**src/rtl/uart_rx.sv**
```systemverilog
// 8N1 UART receiver: 2-flop synchronised input, mid-bit sampling,
// one-cycle valid / frame_err pulses and a sticky overrun flag.
module uart_rx #(
    parameter int BAUD = 9600,
    parameter int F    = 50000000
) (
    input  logic       clk,
    input  logic       rst,
    input  logic       rx,
    input  logic       ack,
    output logic [7:0] data,
    output logic       valid,
    output logic       frame_err,
    output logic       overrun,
    output logic       busy
);

    localparam int CPB = F / BAUD;
    localparam int CW  = (CPB > 2) ? $clog2(CPB) : 1;
    localparam logic [CW-1:0] HALF_M1 = CW'(CPB / 2 - 1);
    localparam logic [CW-1:0] FULL_M1 = CW'(CPB - 1);

    typedef enum logic [2:0] {
        S_IDLE,
        S_START,
        S_DATA,
        S_STOP,
        S_WAIT
    } state_t;

    state_t          r_state;
    state_t          w_state;
    logic            r_sync1;
    logic            r_sync2;
    logic            w_rx_s;
    logic [CW-1:0]   r_cnt;
    logic [CW-1:0]   w_cnt;
    logic [2:0]      r_idx;
    logic [2:0]      w_idx;
    logic [7:0]      r_shreg;
    logic [7:0]      w_shreg;
    logic [7:0]      r_data;
    logic [7:0]      w_data;
    logic            r_valid;
    logic            w_valid;
    logic            r_ferr;
    logic            w_ferr;
    logic            r_pend;
    logic            w_pend;
    logic            r_ovr;
    logic            w_ovr;

    assign w_rx_s = r_sync2;

    always_ff @(posedge clk or posedge rst) begin
        if (rst) begin
            r_sync1 <= 1'b1;
            r_sync2 <= 1'b1;
            r_state <= S_IDLE;
            r_cnt   <= '0;
            r_idx   <= '0;
            r_shreg <= '0;
            r_data  <= '0;
            r_valid <= 1'b0;
            r_ferr  <= 1'b0;
            r_pend  <= 1'b0;
            r_ovr   <= 1'b0;
        end else begin
            r_sync1 <= rx;
            r_sync2 <= r_sync1;
            r_state <= w_state;
            r_cnt   <= w_cnt;
            r_idx   <= w_idx;
            r_shreg <= w_shreg;
            r_data  <= w_data;
            r_valid <= w_valid;
            r_ferr  <= w_ferr;
            r_pend  <= w_pend;
            r_ovr   <= w_ovr;
        end
    end

    always_comb begin
        w_state = r_state;
        w_cnt   = r_cnt;
        w_idx   = r_idx;
        w_shreg = r_shreg;
        w_data  = r_data;
        w_valid = 1'b0;
        w_ferr  = 1'b0;
        w_pend  = r_pend;
        w_ovr   = r_ovr;
        if (ack) begin
            w_pend = 1'b0;
            w_ovr  = 1'b0;
        end
        unique case (r_state)
            S_IDLE: begin
                if (!w_rx_s) begin
                    w_state = S_START;
                    w_cnt   = '0;
                end
            end
            S_START: begin
                if (r_cnt == HALF_M1) begin
                    w_cnt = '0;
                    if (w_rx_s) begin
                        w_state = S_IDLE;
                    end else begin
                        w_state = S_DATA;
                        w_idx   = '0;
                    end
                end else begin
                    w_cnt = r_cnt + CW'(1);
                end
            end
            S_DATA: begin
                if (r_cnt == FULL_M1) begin
                    w_cnt          = '0;
                    w_shreg[r_idx] = w_rx_s;
                    if (r_idx == 3'd7) begin
                        w_state = S_STOP;
                    end else begin
                        w_idx = r_idx + 3'd1;
                    end
                end else begin
                    w_cnt = r_cnt + CW'(1);
                end
            end
            S_STOP: begin
                if (r_cnt == FULL_M1) begin
                    w_cnt = '0;
                    if (w_rx_s) begin
                        // A simultaneous ack frees the slot, so no overrun
                        w_data  = r_shreg;
                        w_valid = 1'b1;
                        w_ovr   = ack ? 1'b0 : (r_ovr | r_pend);
                        w_pend  = 1'b1;
                        w_state = S_IDLE;
                    end else begin
                        w_ferr  = 1'b1;
                        w_state = S_WAIT;
                    end
                end else begin
                    w_cnt = r_cnt + CW'(1);
                end
            end
            S_WAIT: begin
                if (w_rx_s) begin
                    w_state = S_IDLE;
                end
            end
            default: begin
                w_state = S_IDLE;
            end
        endcase
    end

    assign data      = r_data;
    assign valid     = r_valid;
    assign frame_err = r_ferr;
    assign overrun   = r_ovr;
    assign busy      = (r_state != S_IDLE);

endmodule
```
**config.mk**
```make
export PLATFORM = sky130hd
export DESIGN_NAME = uart_rx
export DESIGN_NICKNAME = d
export VERILOG_FILES = /design/src/rtl/uart_rx.sv
export SDC_FILE = /design/constraint.sdc
export NUM_CORES = 1
export LEC_CHECK = 0
export CORE_MARGIN = 2
export CORE_UTILIZATION = 52
export DETAILED_ROUTE_END_ITERATION = 7
export PLACE_DENSITY_LB_ADDON = 0.05
export SYNTH_ARGS = -nofsm -noshare
export SYNTH_HDL_FRONTEND = slang
export SYNTH_SLANG_ARGS = --single-unit
```
**constraint.sdc**
```tcl
create_clock -name clk -period 2 [get_ports clk]
set_clock_uncertainty 0.2 [all_clocks]
set_input_delay 0.4 -clock clk [delete_from_list [all_inputs] [get_ports clk]]
set_output_delay 0.4 -clock clk [all_outputs]
set_load 0.01 [all_outputs]
```
======== Yosys cells after proc, flatten, opt, wreduce, memory -nomap -nowiden ========
Index checks and enable logic that the tools add are counted.
storage, ports and cells
  register bits ........................... 41
  bits of input ports ..................... 4
  output and inout port bits .............. 12
cells by class
  eq/ne operators ......................... 15
  magnitude comparators ................... 2
  reductions and logical operators ........ 11
  bitwise operators ....................... 1
  add/sub/neg operators ................... 2
  muxes and demuxes ....................... 36
operators with widths
  cell                                                                                  number
  13-bit 2-to-1 mux                                                                     3
  13-bit case mux with 3 select lines                                                   1
  3-bit 2-to-1 mux                                                                      11
  1-bit 2-to-1 mux                                                                      16
  2-bit inequality test (second input constant)                                         8
  3-bit case mux with 5 select lines                                                    1
  13-bit by 1-bit adder with 13-bit output (second input constant)                      1
  13-bit by 12-bit equality test with 1-bit output (second input constant)              1
  13-bit equality test (second input constant)                                          1
  8-bit bitwise mux                                                                     1
  3-bit by 2-bit equality test with 1-bit output (second input constant)                2
  3-bit equality test (second input constant)                                           2
  3-bit case mux with 2 select lines                                                    1
  6-bit AND reduction                                                                   1
  3-bit nonzero test                                                                    2
  5-bit AND reduction                                                                   1
  3-bit by 4-bit < comparator with 1-bit output (second input constant)                 1
  2-bit AND reduction                                                                   2
  3-bit by 1-bit adder with 3-bit output (second input constant)                        1
  1-bit demux with 3-bit select                                                         1
  3-bit by 1-bit equality test with 1-bit output (second input constant)                1
  3-bit by 1-bit greater-or-equal comparator with 1-bit output (second input constant)  1
  3-bit logical NOT                                                                     1
  3-bit AND reduction                                                                   1
  5 further kinds                                                                       5

======== Depth between registers and ports, before layout ========
Gate-level depths: netlist of the first run.
  depth in word-level cells ............... 5
  mapped depth ............................ 6
  depth with buffers taken out ............ 6

======== Worst setup path after synthesis of the first run ========
Ideal clock, no wire load.
  path kind ............................... reg2reg
  start ................................... reg r_cnt[0]
  end ..................................... reg r_idx[2]
  arrival ................................. 1,654 ps
  cell stages (with the launch flop) ...... 6
  library setup time ...................... 122 ps
  slack ................................... 25 ps
  clock period less this slack ............ 1,975 ps
  buffers on the path ..................... 0
  required time ........................... 1,678 ps
  cell sequence ........................... dfrtp_1 -> ha_1 -> nor4bb_1 -> a31oi_2 -> a2111o_1 -> a32o_1
between the ends
  longest elaborated chain between the ends .. 3
  elaborated cells on any way between the ends .. 5
RTL lines
  item                                                                                      RTL line  source
  from (decl)                                                                               36        logic [CW-1:0] r_cnt;
  from (signal assigned)                                                                    72        r_cnt <= w_cnt;
  13-bit equality test or 13-bit by 12-bit equality test with 1-bit output (tied branches)  118, 105
  2-bit inequality test (no line)                                                           --
  5-bit AND reduction (no line) *                                                           --
  to (signal assigned)                                                                      73        r_idx <= w_idx;
  to (decl)                                                                                 38        logic [2:0] r_idx;
Every way passes the cells marked *; elsewhere a longest branch is shown, timed or not.
A chain may end at the register's enable or synchronous reset.

======== Final worst setup path of the first run ========
  start ................................... reg r_cnt[1]
  end ..................................... reg r_shreg[5]
between the ends
  longest elaborated chain between the ends .. 2
RTL lines
  item                           RTL line  source
  13-bit equality test           118       if (r_cnt == FULL_M1) begin
  2-bit AND reduction (no line)  --
  to (signal assigned)           74        r_shreg <= w_shreg;
  to (decl)                      40        logic [7:0] r_shreg;
No other way between the ends.

==> results.cfg, run 1 <==
[run_status]
outcome = finished, violations left
violations = setup timing

[timing]
max_freq_mhz = 481
rsz0062_at_grt = true
slew_violations = 0
hold_viol = 0
postLayoutSetupSlackWorst_ns = -0.0771
setup_viol = 7
min_period_ns = 2.08
relSlewSlack_pct = 76.1
fin_hold_ws_ns = 0.158
finalCritPeriodShare_pct = 104
worst_pin_slew_ns = 0.359

[cts]
clk_path_buf_depth = 2
clkSlewWorstSetupHoldPaths_ns = 0.08
h-tree-depth = 2
clock-sinks = 41
cts_hold_buf = 0
clk_latency_ns = 0.30
cts_buffers = 5
cts_root_buf = clkbuf_8
tritoncts = yes

[global_routing]
grt-ovfl-total = 0
grt_max_degree = 23
grt_use_met1_pct = 30.5
antenna_found_initial = 0
track_usage_pct = 23.9
gr-max-usage-layer = met2
use_met2_pct = 39.6
grt.met3_usage_pct = 6.41
grt_pass1_wl_um = 7980
first_global_vias = 1658

[worst_hold_path]
hold_class = reg -> reg
hp-start = r_sync1
worstHoldEndpoint = r_sync2
hold_depth = 0

[placed_design]
place_area_um2 = 2530
io_buffers = 15
place.gp.congestion = 0.850
dp_hpwl_um = 3460

[worst_setup_path]
critPathCaptureType = register
worstPathMaxFanout = 5
cp.arrival_ns = 2.06
critPathMaxStageDelay_ns = 0.38
startpoint_type = register
cp.required_ns = 1.99
critPathTopFamily = simple AND/OR/NAND/NOR gates
worst_path_max_delay_cell = dfrtp_1
path_class = reg -> reg
r2r-end = r_shreg[5]
path_cells = ha_2 -> and4bb_4 -> nand4_4 -> buf_6 -> nor4_4 -> mux2_4
reg2reg_from = r_cnt[1]
ff2ff_path_depth = 6
r2r_setup_slack_ns = -0.08
cp_num_buf_inv = 1

[power]
cellPowerDensity_nw_per_um2 = 490
p_leak_nw = 1.23
ir_worst_vdd_v = 0.000542

[floorplanning]
initial_core_util_pct = 53.3
std_cell_rows = 23
die_area_um2 = 4600
die_height_um = 67.8
fp.coreArea_um2 = 3970
dieWidth_um = 67.8
num_io_pins = 16

[logic_synthesis]
synth_top_area_share_pct = 46.1
ys_seq_elements = 41
synth_area_um2 = 2120
syn_avg_cell_area_um2 = 10.7
synthArstFlopShare_pct = 100
synth_cell_types = 46
netlist_instances = 198
yosysWarnings = 0
yosys.area.top_type = dfrtp_1
synth-seq-area-share_pct = 48.6
syn_nets = 206
synth.area.top_cells = dfrtp_1 (46%), mux2_2 (8.5%), o21ai_0 (2.8%), dfstp_2 (2.5%), and4bb_2 (2.4%)
synthFlopType = dfrtp_1
synth_edf_count = 0

[cells_and_area]
syn2layout_area_growth_pct = 36.4
n_antenna_cell = 0
final_nets = 255
final_layout_size_suffix_gt1_share_pct = 37.5
final_common_cell = dfrtp_1
final_cell_mix = dfrtp_1 (36), buf_4 (32), clkdlybuf4s50_1 (14), nand2_1 (13)
final_util_pct = 72.7
stdcell_area_um2 = 2890

[route]
num_vias = 1771
drtPass1Iterations = 4
wl_per_cell_um = 17.8
ant_nets = 0
viasPerCell = 5.94
drc = 0
drt_iter0_drc = 130
drt_wl_total_um = 5300

[run]
maxCapViolations = 0
logic make-up after synthesis:
group,synth area share (%)
simple gates,21.2
compound gates,13.9
flops,48.6
buf+inv,4.55
mux,8.98
fa+ha+maj,2.36
xor+xnor,0.414
state kept, by name (all words and copies together), names as in the netlist:
signal / cells
data: 8
frame_err: 1
overrun: 1
r_cnt: 13
r_idx: 3
r_pend: 1
r_shreg: 8
r_state: 3
r_sync1: 1
r_sync2: 1
valid: 1
layer usage:
metal / vias to the layer above / wire length [µm]
met5: - / 0
met4: 0 / 81
met3: 8 / 229
met2: 44 / 2700
met1: 884 / 2290
li1: 835 / -
synth_stat cells (2+ instances only):
cell and number:
o21ai_0 12, dfstp_2 2, nand3_1 3, nand2b_1 2
a21oi_1 6, nor2_1 9, nor4_1 8, or4_1 2
nor3_1 8, o211ai_1 5, inv_1 12, nor3b_1 2
nand4_1 6, clkbuf_1 3, ha_1 4, o22ai_1 3
a32o_1 2, dfrtp_1 39, o221ai_1 2, mux2_2 16
buf_2 8, or3_1 3, a21o_1 2, and4bb_2 4
nand2_1 13, a31oi_2 2
where the power goes:
group / internal (mW) / total [mW] / switching (mW)
Clock: 0.246 / 0.549 / 0.303
Sequential: 0.832 / 0.835 / 0.00324
Combinational: 0.0107 / 0.0317 / 0.0210
through the flow:
stage | power [mW] | setup slack (ns) | instances | TNS (ns)
final | 1.42 | -0.0771 | 298 | -0.258
after global routing | 1.48 | -0.131 | 298 | -0.790
after CTS | 1.43 | 0.0000620 | 293 | 0
after detailed placement | 0.883 | -0.0654 | 285 | -0.523
after global placement | 0.882 | -0.0369 | 285 | -0.0452
after floorplan | 0.866 | 0.0248 | 198 | 0
area by class of cell:
type                            instances  area, µm²
Multi-Input combinational cell        134       1200
Fill cell                             272       1080
Sequential cell                        41       1030
Timing Repair Buffer                   53        458
Clock buffer                            6       72.6
Tap cell                               50       62.6
Inverter                               12       45.0
Clock inverter                          2       15.0
worst max path at each step:
stage,endpoint,cells past startpoint,slack [ns],startpoint
3_3_place_gp,r_shreg[5],4,-0.04,r_state[2]
4_1_cts,r_shreg[2],5,0.00006,r_cnt[0]
5_1_grt,r_shreg[4],6,-0.13,r_cnt[1]
6_report,r_shreg[5],6,-0.08,r_cnt[1]
3_5_place_dp,r_shreg[4],5,-0.07,r_cnt[0]
2_1_floorplan,r_idx[2],5,0.02,r_cnt[0]
what timing repair did:
item / CTS / global route
resized for setup: 12 / 36
buffers inserted: 0 / 5
endpoints found under the setup margin: 17 / 30
pin swaps: 0 / 7
Power figures use the tool's default switching activity.
==> inputs of run 2 (changes only) <==
Settings changed: CTS_CLUSTER_DIAMETER from default to 150.
==> results of run 2 <==
The final DEF is identical to that of run 1; final timing and power are the same.
